## src/rtl/prog_loader.sv

```systemverilog
// prog_loader
// -----------
// Writer side of the processor's instruction memory. A host link streams a
// program as BIT_WIDTH-wide beats. The loader assembles them into
// INSTR_WIDTH-wide instructions and writes each one into program RAM. Once
// the trailing checksum verifies, it releases the core through cpu_en.
//
// Session stream layout (each field is sent MSB beat first):
//   header   : ceil(ADDR_WIDTH/BIT_WIDTH) beats carrying the instruction count L
//   payload  : L instructions of BEATS beats each (summed into the checksum)
//   checksum : one beat, the modulo-2^BIT_WIDTH sum of all payload beats
//
// Ports:
//   clk        in   system clock, rising edge
//   rst        in   asynchronous reset, active low
//   start      in   one-cycle request to begin a load session
//   in_data    in   stream beat
//   in_valid   in   in_data is valid
//   in_ready   out  loader accepts a beat this cycle (registered)
//   mem_we     out  instruction memory write strobe (one cycle per word)
//   mem_addr   out  instruction memory write address
//   mem_wdata  out  instruction memory write data
//   cpu_en     out  processor run enable, high only after a verified load
//   done       out  load verified
//   err        out  load failed (zero length or checksum mismatch)

module prog_loader #(
  parameter int BIT_WIDTH  = 4,
  parameter int BEATS      = 2,
  parameter int ADDR_WIDTH = 8
) (
  input  logic                          clk,
  input  logic                          rst,
  input  logic                          start,
  input  logic [BIT_WIDTH-1:0]          in_data,
  input  logic                          in_valid,
  output logic                          in_ready,
  output logic                          mem_we,
  output logic [ADDR_WIDTH-1:0]         mem_addr,
  output logic [BIT_WIDTH*BEATS-1:0]    mem_wdata,
  output logic                          cpu_en,
  output logic                          done,
  output logic                          err
);

  localparam int INSTR_WIDTH = BIT_WIDTH * BEATS;
  // The length is carried in as many beats as it takes to cover ADDR_WIDTH bits.
  localparam int HDR_BEATS   = (ADDR_WIDTH + BIT_WIDTH - 1) / BIT_WIDTH;
  localparam int HDR_WIDTH   = HDR_BEATS * BIT_WIDTH;
  localparam int CNT_WIDTH   = 8;

  typedef enum logic [2:0] {
    S_IDLE,
    S_HDR,
    S_LOAD,
    S_CHK,
    S_DONE,
    S_ERR
  } state_t;

  state_t                   state_q,     state_d;
  logic [CNT_WIDTH-1:0]     hdr_cnt_q,   hdr_cnt_d;
  logic [CNT_WIDTH-1:0]     beat_cnt_q,  beat_cnt_d;
  logic [HDR_WIDTH-1:0]     len_q,       len_d;
  logic [INSTR_WIDTH-1:0]   asm_q,       asm_d;
  logic [ADDR_WIDTH-1:0]    addr_q,      addr_d;
  logic [BIT_WIDTH-1:0]     cksum_q,     cksum_d;
  logic                     in_ready_q,  in_ready_d;
  logic                     mem_we_q,    mem_we_d;
  logic [ADDR_WIDTH-1:0]    mem_addr_q,  mem_addr_d;
  logic [INSTR_WIDTH-1:0]   mem_wdata_q, mem_wdata_d;
  logic                     done_q,      done_d;
  logic                     err_q,       err_d;
  logic                     cpu_en_q,    cpu_en_d;

  logic                     accept;
  logic [ADDR_WIDTH-1:0]    len_words;

  // A beat moves only when the registered ready and the host's valid coincide.
  assign accept    = in_valid && in_ready_q;
  assign len_words = len_q[ADDR_WIDTH-1:0];

  // State and datapath registers. Reset drops any pending write strobe
  // immediately but leaves the memory itself untouched.
  always_ff @(posedge clk or negedge rst) begin
    if (!rst) begin
      state_q     <= S_IDLE;
      hdr_cnt_q   <= '0;
      beat_cnt_q  <= '0;
      len_q       <= '0;
      asm_q       <= '0;
      addr_q      <= '0;
      cksum_q     <= '0;
      in_ready_q  <= 1'b0;
      mem_we_q    <= 1'b0;
      mem_addr_q  <= '0;
      mem_wdata_q <= '0;
      done_q      <= 1'b0;
      err_q       <= 1'b0;
      cpu_en_q    <= 1'b0;
    end else begin
      state_q     <= state_d;
      hdr_cnt_q   <= hdr_cnt_d;
      beat_cnt_q  <= beat_cnt_d;
      len_q       <= len_d;
      asm_q       <= asm_d;
      addr_q      <= addr_d;
      cksum_q     <= cksum_d;
      in_ready_q  <= in_ready_d;
      mem_we_q    <= mem_we_d;
      mem_addr_q  <= mem_addr_d;
      mem_wdata_q <= mem_wdata_d;
      done_q      <= done_d;
      err_q       <= err_d;
      cpu_en_q    <= cpu_en_d;
    end
  end

  // Next-state and datapath logic. Partial header/instruction state is only
  // touched on an accepted beat, so a stalled stream simply holds.
  always_comb begin
    state_d     = state_q;
    hdr_cnt_d   = hdr_cnt_q;
    beat_cnt_d  = beat_cnt_q;
    len_d       = len_q;
    asm_d       = asm_q;
    addr_d      = addr_q;
    cksum_d     = cksum_q;
    mem_we_d    = 1'b0;
    mem_addr_d  = mem_addr_q;
    mem_wdata_d = mem_wdata_q;

    case (state_q)
      S_IDLE, S_DONE, S_ERR: begin
        if (start) begin
          state_d    = S_HDR;
          hdr_cnt_d  = '0;
          beat_cnt_d = '0;
          len_d      = '0;
          asm_d      = '0;
          addr_d     = '0;
          cksum_d    = '0;
        end
      end

      S_HDR: begin
        if (accept) begin
          len_d = (len_q << BIT_WIDTH) | HDR_WIDTH'(in_data);
          if (hdr_cnt_q == CNT_WIDTH'(HDR_BEATS - 1)) begin
            hdr_cnt_d = '0;
            if (len_d[ADDR_WIDTH-1:0] == '0) begin
              state_d = S_ERR;
            end else begin
              state_d = S_LOAD;
            end
          end else begin
            hdr_cnt_d = hdr_cnt_q + CNT_WIDTH'(1);
          end
        end
      end

      S_LOAD: begin
        if (accept) begin
          // Older beats shift out of the top; after BEATS beats the
          // register holds exactly one instruction, MSB beat first.
          asm_d   = (asm_q << BIT_WIDTH) | INSTR_WIDTH'(in_data);
          cksum_d = cksum_q + in_data;
          if (beat_cnt_q == CNT_WIDTH'(BEATS - 1)) begin
            beat_cnt_d  = '0;
            mem_we_d    = 1'b1;
            mem_addr_d  = addr_q;
            mem_wdata_d = asm_d;
            addr_d      = addr_q + ADDR_WIDTH'(1);
            if (addr_q == len_words - ADDR_WIDTH'(1)) begin
              state_d = S_CHK;
            end
          end else begin
            beat_cnt_d = beat_cnt_q + CNT_WIDTH'(1);
          end
        end
      end

      S_CHK: begin
        if (accept) begin
          if (in_data == cksum_q) begin
            state_d = S_DONE;
          end else begin
            state_d = S_ERR;
          end
        end
      end

      default: begin
        state_d = S_IDLE;
      end
    endcase
  end

  // Status outputs are registered from the next state, so they change on the
  // same edge that moves the FSM (one cycle after the deciding beat).
  always_comb begin
    in_ready_d = (state_d == S_HDR) || (state_d == S_LOAD) || (state_d == S_CHK);
    done_d     = (state_d == S_DONE);
    err_d      = (state_d == S_ERR);
    cpu_en_d   = (state_d == S_DONE);
  end

  assign in_ready  = in_ready_q;
  assign mem_we    = mem_we_q;
  assign mem_addr  = mem_addr_q;
  assign mem_wdata = mem_wdata_q;
  assign done      = done_q;
  assign err       = err_q;
  assign cpu_en    = cpu_en_q;

endmodule
```

## config.mk

```make
export PLATFORM = sky130hd
export DESIGN_NAME = prog_loader
export DESIGN_NICKNAME = d
export VERILOG_FILES = /design/src/rtl/prog_loader.sv
export SDC_FILE = /design/constraint.sdc
export NUM_CORES = 1
export LEC_CHECK = 0
export ABC_AREA = 0
export CAP_MARGIN = 20
export CORE_MARGIN = 3
export CORE_UTILIZATION = 64
export CTS_BUF_LIST = sky130_fd_sc_hd__clkbuf_2
export CTS_CLUSTER_DIAMETER = 150
export DETAILED_ROUTE_END_ITERATION = 7
export PLACE_DENSITY = 0.85
export SLEW_MARGIN = 20
export SYNTH_ARGS = -nofsm -noshare
export SYNTH_HDL_FRONTEND = slang
export SYNTH_SLANG_ARGS = --single-unit
```

## constraint.sdc

```tcl
create_clock -name clk -period 4 [get_ports clk]
set_clock_uncertainty 0.15 [all_clocks]
set_input_delay 0.8 -clock clk [delete_from_list [all_inputs] [get_ports clk]]
set_output_delay 0.8 -clock clk [all_outputs]
set_load 0.005 [all_outputs]
```

Word level (Yosys, flattened, before mapping)
Index checks and enable logic that the tools add are counted.
{"block": "word_totals", "reg_bits": 63, "input_bits": 8}
{"block": "op_classes", "add_sub_neg": 5, "reduce_logical": 12, "n_eq_ne": 18, "n_bitwise": 2, "mux": 30}
{"operator": "8-bit 2-to-1 mux", "count": 8}
{"operator": "8-bit one-hot mux with 2 select lines", "count": 4}
{"operator": "8-bit by 1-bit adder with 8-bit output, second input constant", "count": 3}
{"operator": "3-bit 2-to-1 mux", "count": 8}
{"operator": "8-bit by 1-bit == test with 1-bit output, second input constant", "count": 2}
{"operator": "8-bit by 4-bit OR with 8-bit output", "count": 2}
{"operator": "4-bit one-hot mux with 2 select lines", "count": 2}
{"operator": "3-bit by 2-bit == test with 1-bit output, second input constant", "count": 4}
{"operator": "3-bit == test, second input constant", "count": 4}
{"operator": "4-bit 2-to-1 mux", "count": 3}
{"operator": "3-bit one-hot mux with 4 select lines", "count": 1}
{"operator": "3-bit AND reduction", "count": 3}
{"operator": "8-bit == test", "count": 1}
{"operator": "8-bit logical NOT", "count": 1}
{"operator": "2-bit inequality test, second input constant", "count": 4}
{"operator": "8-bit by 1-bit subtractor with 8-bit output, second input constant", "count": 1}
{"operator": "3-bit by 1-bit == test with 1-bit output, second input constant", "count": 2}
{"operator": "4-bit adder", "count": 1}
{"operator": "4-bit == test", "count": 1}
{"operator": "1-bit 2-to-1 mux", "count": 4}
{"operator": "4-bit AND reduction", "count": 1}
{"operator": "2-bit nonzero test", "count": 2}
{"operator": "3-bit logical NOT", "count": 1}
{"operator": "3-bit OR reduction", "count": 1}
{"operator": "other kinds (2)", "count": 3}

Longest topological paths before layout
Gate-level depths: netlist of the first run.
{"block": "depth", "word_depth": 9, "ltp_mapped": 7, "depth_no_buf": 7}

Worst setup path after synthesis of the first run
Ideal clock, no wire load.
{"block": "synth_timing", "path_kind": "in2reg", "startpoint": "input in_valid", "endpoint": "register addr_q[7]", "stages": 7, "setup_slack_ns": 1.663, "arrival_ns": 2.053, "path_buffers": 2, "setup_ns": 0.134, "cell_sequence": "and2_1 > clkbuf_1 > a22oi_1 > buf_2 > nor3_1 > xnor2_1 > nor2_1"}
{"block": "synth_via", "elab_chain_len": 3}
{"element": "from (decl)", "line": "36", "source": "input logic in_valid,"}
{"element": "1-bit logical AND", "line": "80", "source": "assign accept = in_valid && in_ready_q;"}
{"element": "2-bit inequality test (no source line)"}
{"element": "4-bit AND reduction (no source line)"}
{"element": "to (signal assigned)", "line": "107", "source": "addr_q <= addr_d;"}
{"element": "to (decl)", "line": "66", "source": "logic [ADDR_WIDTH-1:0] addr_q, addr_d;"}
Every way passes these cells.
A chain may end at the register's enable or synchronous reset.

Worst setup path after layout of the first run
{"block": "layout_timing", "startpoint": "register state_q[1]", "endpoint": "register state_q[0]"}
{"block": "layout_via", "elab_chain_len": 3, "word_cells_on_any_way": 8}
{"element": "from (decl)", "line": "61", "source": "state_t state_q, state_d;"}
{"element": "from (signal assigned)", "line": "102", "source": "state_q <= state_d;"}
{"element": "3-bit == test / 3-bit logical NOT (equally long branches)", "line": "133", "source": "case (state_q)"}
{"element": "3-bit OR reduction", "line": "133"}
{"element": "3-bit one-hot mux with 4 select lines *", "line": "133"}
{"element": "via state_d[0]", "line": "61"}
Mark *: on every way through the listed nets, which the timed path passes. The rest lies on a longest branch.

==> impl_metrics.yaml, run 1 <==
run_status:
  outcome: "complete, no violations"
logic_synthesis:
  ys_warn_count: 0
  synth_top_cells_by_area: "dfrtp_1 49%, xnor2_1 5.2%, mux2_2 4.9%, nand2_1 4.1%, o21ai_0 3.9%"
  synth-async-reset-ratio: 1.00
  synth_top_area_cell: "dfrtp_1"
  synth_edf_count: 0
  yosysUniqueCellTypes: 55
  yosys_most_used_dff: "dfrtp_1"
  synthesis.area_um2: 3200
  synth_nets: 326
  syn_area_per_cell_um2: 10.4
  syn_inst: 308
  ys_seq_area_frac: 0.493
  synth-seq-cells: 63
  yosysTopAreaCellShare: 0.493
timing:
  drv_slew: 0
  period_needed_ns: 2.43
  tns_ns: 0
  finalSetupViolCount: 0
  fin_hold_ws_ns: 0.131
  slew_headroom: 0.517
  period_share: 0.607
  rsz0062_at_grt: "false"
  fmax_mhz: 412
  final_hold_viol_count: 0
  tightest_slew_ns: 0.721
drt:
  num_vias: 2454
  routed_wl_um: 6580
  remaining_drc_errors: 0
  drt_iter0_drc: 247
  routedWlPerCell_um: 15.9
  routed_via_density: 5.94
  antenna_left: 0
  first_pass_iters: 5
clock_network:
  cts_tree: "yes"
  hold_buffers: 0
  cts_sinks: 63
  numCtsBuffers: 9
  post_cts_resized: 0
  clk_pin_slew_ns: 0.18
  clk_path_buf_depth: 2
  clock_latency_ns: 0.49
  clock-root-buffer: "clkbuf_2"
  h-tree-depth: 3
  postCtsSetupBuffers: 0
floorplanning:
  die_area_um2: 5890
  die_x_um: 76.7
  io_pins: 29
  num_rows: 25
  core_um2: 4790
  die_h_um: 76.7
  initial_core_util: 0.669
worst_hold_path:
  hold_class: "input port to async pin"
worst_setup_path:
  worst_ep_required_time_ns: 4.25
  path_max_fanout: 21
  startpoint_type: "flop"
  arrival_ns: 2.68
  crit_type: "flop to flop"
  end_kind: "flop"
pwr:
  vdd_drop_max_mv: 0.354
  pwr_density_cell_nw_per_um2: 538
  power_leakage_nw: 1.64
  power_w: 0.00198
job:
  maxCapViolCount: 0
global_routing:
  grt-ovfl-total: 0
  grt_use_total: 0.247
  grt_max_degree: 48
  grt_first_pass_wirelength_um: 11400
  grt_pass1_vias: 2448
  antenna_found_initial: 0
placement:
  dp_hpwl_um: 4670
  port_buffers: 28
  place_congestion: 0.844
finish:
  final_cell_mix: "63 x dfrtp_1, 35 x nand2_1, 27 x clkdlybuf4s50_1, 25 x o21ai_0, 24 x nor2_1"
  final_common_cell: "dfrtp_1"
  syn_to_final_growth_pct: 14.9
  drive_gt1_frac: 0.118
  nNetsFinal: 359
  fin_util: 0.768
  antennaDiodeCount: 0
-- per-stage QoR --
step | cell area, µm² | setup slack, ns | cells
3_3_place_gp | 3540 | 1.18 | 397
3_5_place_dp | 3540 | 1.11 | 397
4_1_cts | 3670 | 1.55 | 413
2_1_floorplan | 3200 | 1.66 | 308
5_1_grt | 3680 | 1.48 | 413
6_report | 3680 | 1.57 | 413
-- flip-flops by register name, indices dropped and copies added (netlist names), 3 cells and up --
name / flops
addr_q: 8
beat_cnt_q: 8
hdr_cnt_q: 8
len_q: 8
mem_addr: 8
mem_wdata: 8
asm_q: 4
cksum_q: 4
state_q: 3
-- synthesized netlist by cell type, drive strengths merged, types with 4 or more instances --
library cell,instances
clkbuf,6
xor2,5
a21oi,5
dfrtp,63
nand3,11
nand4,4
nor4b,4
mux2,14
o21ai,25
nor2,25
inv,11
a22o,5
nand2b,6
ha,9
nor3,9
nor2b,5
nand2,35
xnor2,19
-- cells by family after synthesis --
kind of cell,Yosys count,share of synthesized area
and+or+nand+nor,121,0.208
AOI/OAI and AO/OA,55,0.114
DFF,63,0.493
muxes,15,0.0524
buffers and inverters,20,0.0254
xor gates and xnor gates,24,0.0657
adders and majority gates,10,0.0414
-- worst max-delay path: stages (launching register included) --
cell      delay [ns]
dfrtp_1         0.58
or3b_4          0.48
nor2_8          0.15
nand2b_4        0.20
or4_4           0.58
o41ai_2         0.21
-- final timing paths --
check,cells past startpoint,from,slack (ns),endpoint
worst min-delay path,1,rst,0.13,addr_q[3]
worst min register to register,2,mem_wdata[1],0.36,mem_wdata[1]
worst max-delay path,5,state_q[1],1.57,state_q[0]
worst max register to register,5,state_q[1],1.57,state_q[0]
min in group clk,2,mem_wdata[1],0.36,mem_wdata[1]
max in group asynchronous,2,rst,2.90,cpu_en
-- power by group --
part           internal, W  leakage [nW]  switching, W
Clock             0.000202        0.0746      0.000228
Sequential        0.000740         0.862      0.000122
Combinational     0.000292         0.700      0.000396
-- per-layer routing --
metal,track usage,vias up,part of all wire
met5,0,-,0
met4,0.111,0,0.017
met3,0.0493,12,0.054
met2,0.397,85,0.49
met1,0.324,1202,0.44
li1,-,1155,-
-- cell type report --
type	instances	area (µm²)
multi-input cells	225	1540
clock inverters	7	87.6
well taps	67	83.8
clock buffers	9	45.0
inverters	11	41.3
flip-flops and latches	63	1580
fillers	328	1110
repair buffers	31	300
Note: power is estimated with default switching activity, not from simulation.
==> run 2: changes to the inputs <==
--- a/config.mk
+++ b/config.mk
@@ -8,11 +8,11 @@
 export ABC_AREA = 0
 export CAP_MARGIN = 20
 export CORE_MARGIN = 3
-export CORE_UTILIZATION = 64
+export CORE_UTILIZATION = 54
 export CTS_BUF_LIST = sky130_fd_sc_hd__clkbuf_2
 export CTS_CLUSTER_DIAMETER = 150
 export DETAILED_ROUTE_END_ITERATION = 7
-export PLACE_DENSITY = 0.85
+export PLACE_DENSITY = 0.77
 export SLEW_MARGIN = 20
 export SYNTH_ARGS = -nofsm -noshare
 export SYNTH_HDL_FRONTEND = slang
==> constraint.sdc (replaced) <==
create_clock -name clk -period 2.1 [get_ports clk]
set_clock_uncertainty 0.15 [all_clocks]
set_input_delay 0.42 -clock clk [delete_from_list [all_inputs] [get_ports clk]]
set_output_delay 0.42 -clock clk [all_outputs]
set_load 0.005 [all_outputs]
==> run 2 against run 1 <==
Sequential cell count is the same. Global-route usage shrank 3.2 points. Fmax grew 20%. Die area grew 17%. Critical path type unchanged. Largest cell class is now multi-input combinational cells.
==> impl_metrics.yaml, run 2 (same netlist as run 1, synthesis figures left out) <==
run_status:
  outcome: "complete, no violations"
clock_network:
  clk_pin_slew_ns: 0.18
  h-tree-depth: 3
  clock-root-buffer: "clkbuf_2"
  numCtsBuffers: 9
  clock_latency_ns: 0.50
  cts_tree: "yes"
  clk_path_buf_depth: 2
  cts_sinks: 63
drt:
  num_vias: 2579
  antenna_left: 0
  remaining_drc_errors: 0
  routed_via_density: 5.66
  drt_iter0_drc: 113
  routed_wl_um: 7040
  first_pass_iters: 4
  routedWlPerCell_um: 15.4
global_routing:
  antenna_found_initial: 0
  grt_max_degree: 64
  grt_use_total: 0.215
  grt-ovfl-total: 0
  grt_pass1_vias: 2553
  grt_first_pass_wirelength_um: 12000
worst_setup_path:
  arrival_ns: 2.29
  worst_ep_required_time_ns: 2.36
  crit_family: "simple AND/OR/NAND/NOR gates"
  path_cells: "nor4_4 -> nand3_1 -> nand2b_4 -> or4_4 -> o41ai_2"
  cpPeakStageDelay_ns: 0.53
  crit_buf_inv: 0
  critPathSlowestCell: "or4_4"
  end_kind: "flop"
  path_max_fanout: 2
  startpoint_type: "flop"
  crit_type: "flop to flop"
job:
  maxCapViolCount: 0
placement:
  place_congestion: 0.826
  place_ws_ns: -0.360
  placed_area_um2: 3840
  dp_hpwl_um: 4910
  placed_cells_incl_taps: 439
  port_buffers: 28
timing:
  fin_hold_ws_ns: 0.278
  period_needed_ns: 2.03
  final_hold_viol_count: 0
  drv_slew: 0
  period_share: 0.966
  finalSetupViolCount: 0
  rsz0062_at_grt: "true"
  tightest_slew_ns: 0.368
  fmax_mhz: 493
  slew_headroom: 0.753
  fin_ws_ns: 0.0713
pwr:
  pwr_density_cell_nw_per_um2: 1030
  p_sw_frac: 0.367
  p_int_w: 0.00263
  power_leakage_nw: 1.85
  power_frac_seq: 0.382
  vdd_drop_max_mv: 0.954
  power.switching_w: 0.00152
  p_comb_frac: 0.414
  power_frac_clock: 0.204
floorplanning:
  die_area_um2: 6890
  num_rows: 27
  core_um2: 5610
  die_x_um: 83.0
  initial_core_util: 0.571
  io_pins: 29
  die_h_um: 83.0
finish:
  syn_to_final_growth_pct: 26.3
  drive_gt1_frac: 0.229
  final_cell_mix: "61 x dfrtp_1, 39 x buf_4, 35 x nand2_1, 27 x clkdlybuf4s50_1, 25 x o21ai_0"
  final_common_cell: "dfrtp_1"
  nNetsFinal: 397
  final_area_um2: 4040
  antennaDiodeCount: 0
  nFillCells: 426
  final_cell_count_no_fill: 456
worst_hold_path:
  hold_class: "input port to async pin"
-- run 2: changes by cell type in the layout (fill, tap and decap cells not counted), sizes merged --
cell         previous run  this run
clkinv                  4         3
dlygate4sd3             0         1
buf                     4        41
clkbuf                  9        10
-- run 2: layout make-up --
| cell class | count | area, µm² | area share |
|---|---|---|---|
| tap | 72 | 90.1 | 0.0223 |
| multi-input combinational | 225 | 1600 | 0.396 |
| clock buffer | 10 | 50.0 | 0.0124 |
| inverter | 11 | 41.3 | 0.0102 |
| sequential | 63 | 1580 | 0.390 |
| clock inverter | 6 | 85.1 | 0.0210 |
| timing repair buffer | 69 | 598 | 0.148 |
-- run 2: power groups by stage --
stage / Sequential, W / Combinational, W / Clock, W
5_1_grt: 0.00162 / 0.00190 / 0.000912
3_5_place_dp: 0.00160 / 0.00164 / 0
6_report: 0.00159 / 0.00172 / 0.000845
3_3_place_gp: 0.00160 / 0.00159 / 0
4_1_cts: 0.00158 / 0.00167 / 0.000853
2_1_floorplan: 0.00159 / 0.000960 / 0
-- run 2: final timing paths --
check,cells after the start,end,slack [ns],startpoint
setup / recovery,5,state_q[0],0.07,beat_cnt_q[5]
hold / removal,3,mem_addr[3],0.28,rst
setup reg to reg,5,state_q[0],0.07,beat_cnt_q[5]
hold reg to reg,2,mem_addr[1],0.36,mem_addr[1]
max in group asynchronous,3,err,1.23,rst
min in group clk,2,mem_addr[1],0.36,mem_addr[1]
-- run 2: worst register-to-register path, cell delays in order (launching register included) --
cell and delay, ns:
dfrtp_1 0.45, nor4_4 0.30, nand3_1 0.14, nand2b_4 0.17, or4_4 0.53, o41ai_2 0.21
-- run 2: timing repair --
item | 4_1_cts | 5_1_grt
pin swaps | 0 | 2
setup buffers | 0 | 0
hold buffers | 1 | 0
setup endpoints to repair | 3 | 10
gates resized for setup | 2 | 10
hold endpoints to repair | 63 | 0
-- run 2: per-stage QoR --
step / util / total power [W] / setup TNS (ns)
after floorplan: - / 0.00255 / 0
after global placement: 0.685 / 0.00319 / -3.78
after detailed placement: 0.685 / 0.00324 / -4.84
after CTS: 0.713 / 0.00410 / 0
after global routing: 0.721 / 0.00443 / -0.0155
final: 0.721 / 0.00415 / 0
-- run 2: metal layers --
metal	track usage	part of all wire	routed length, µm	up-vias
met2	0.340	0.48	3380	71
met3	0.0456	0.047	331	18
met5	0	0	0	-
li1	-	-	-	1234
met1	0.282	0.45	3150	1256
met4	0.103	0.025	173	0
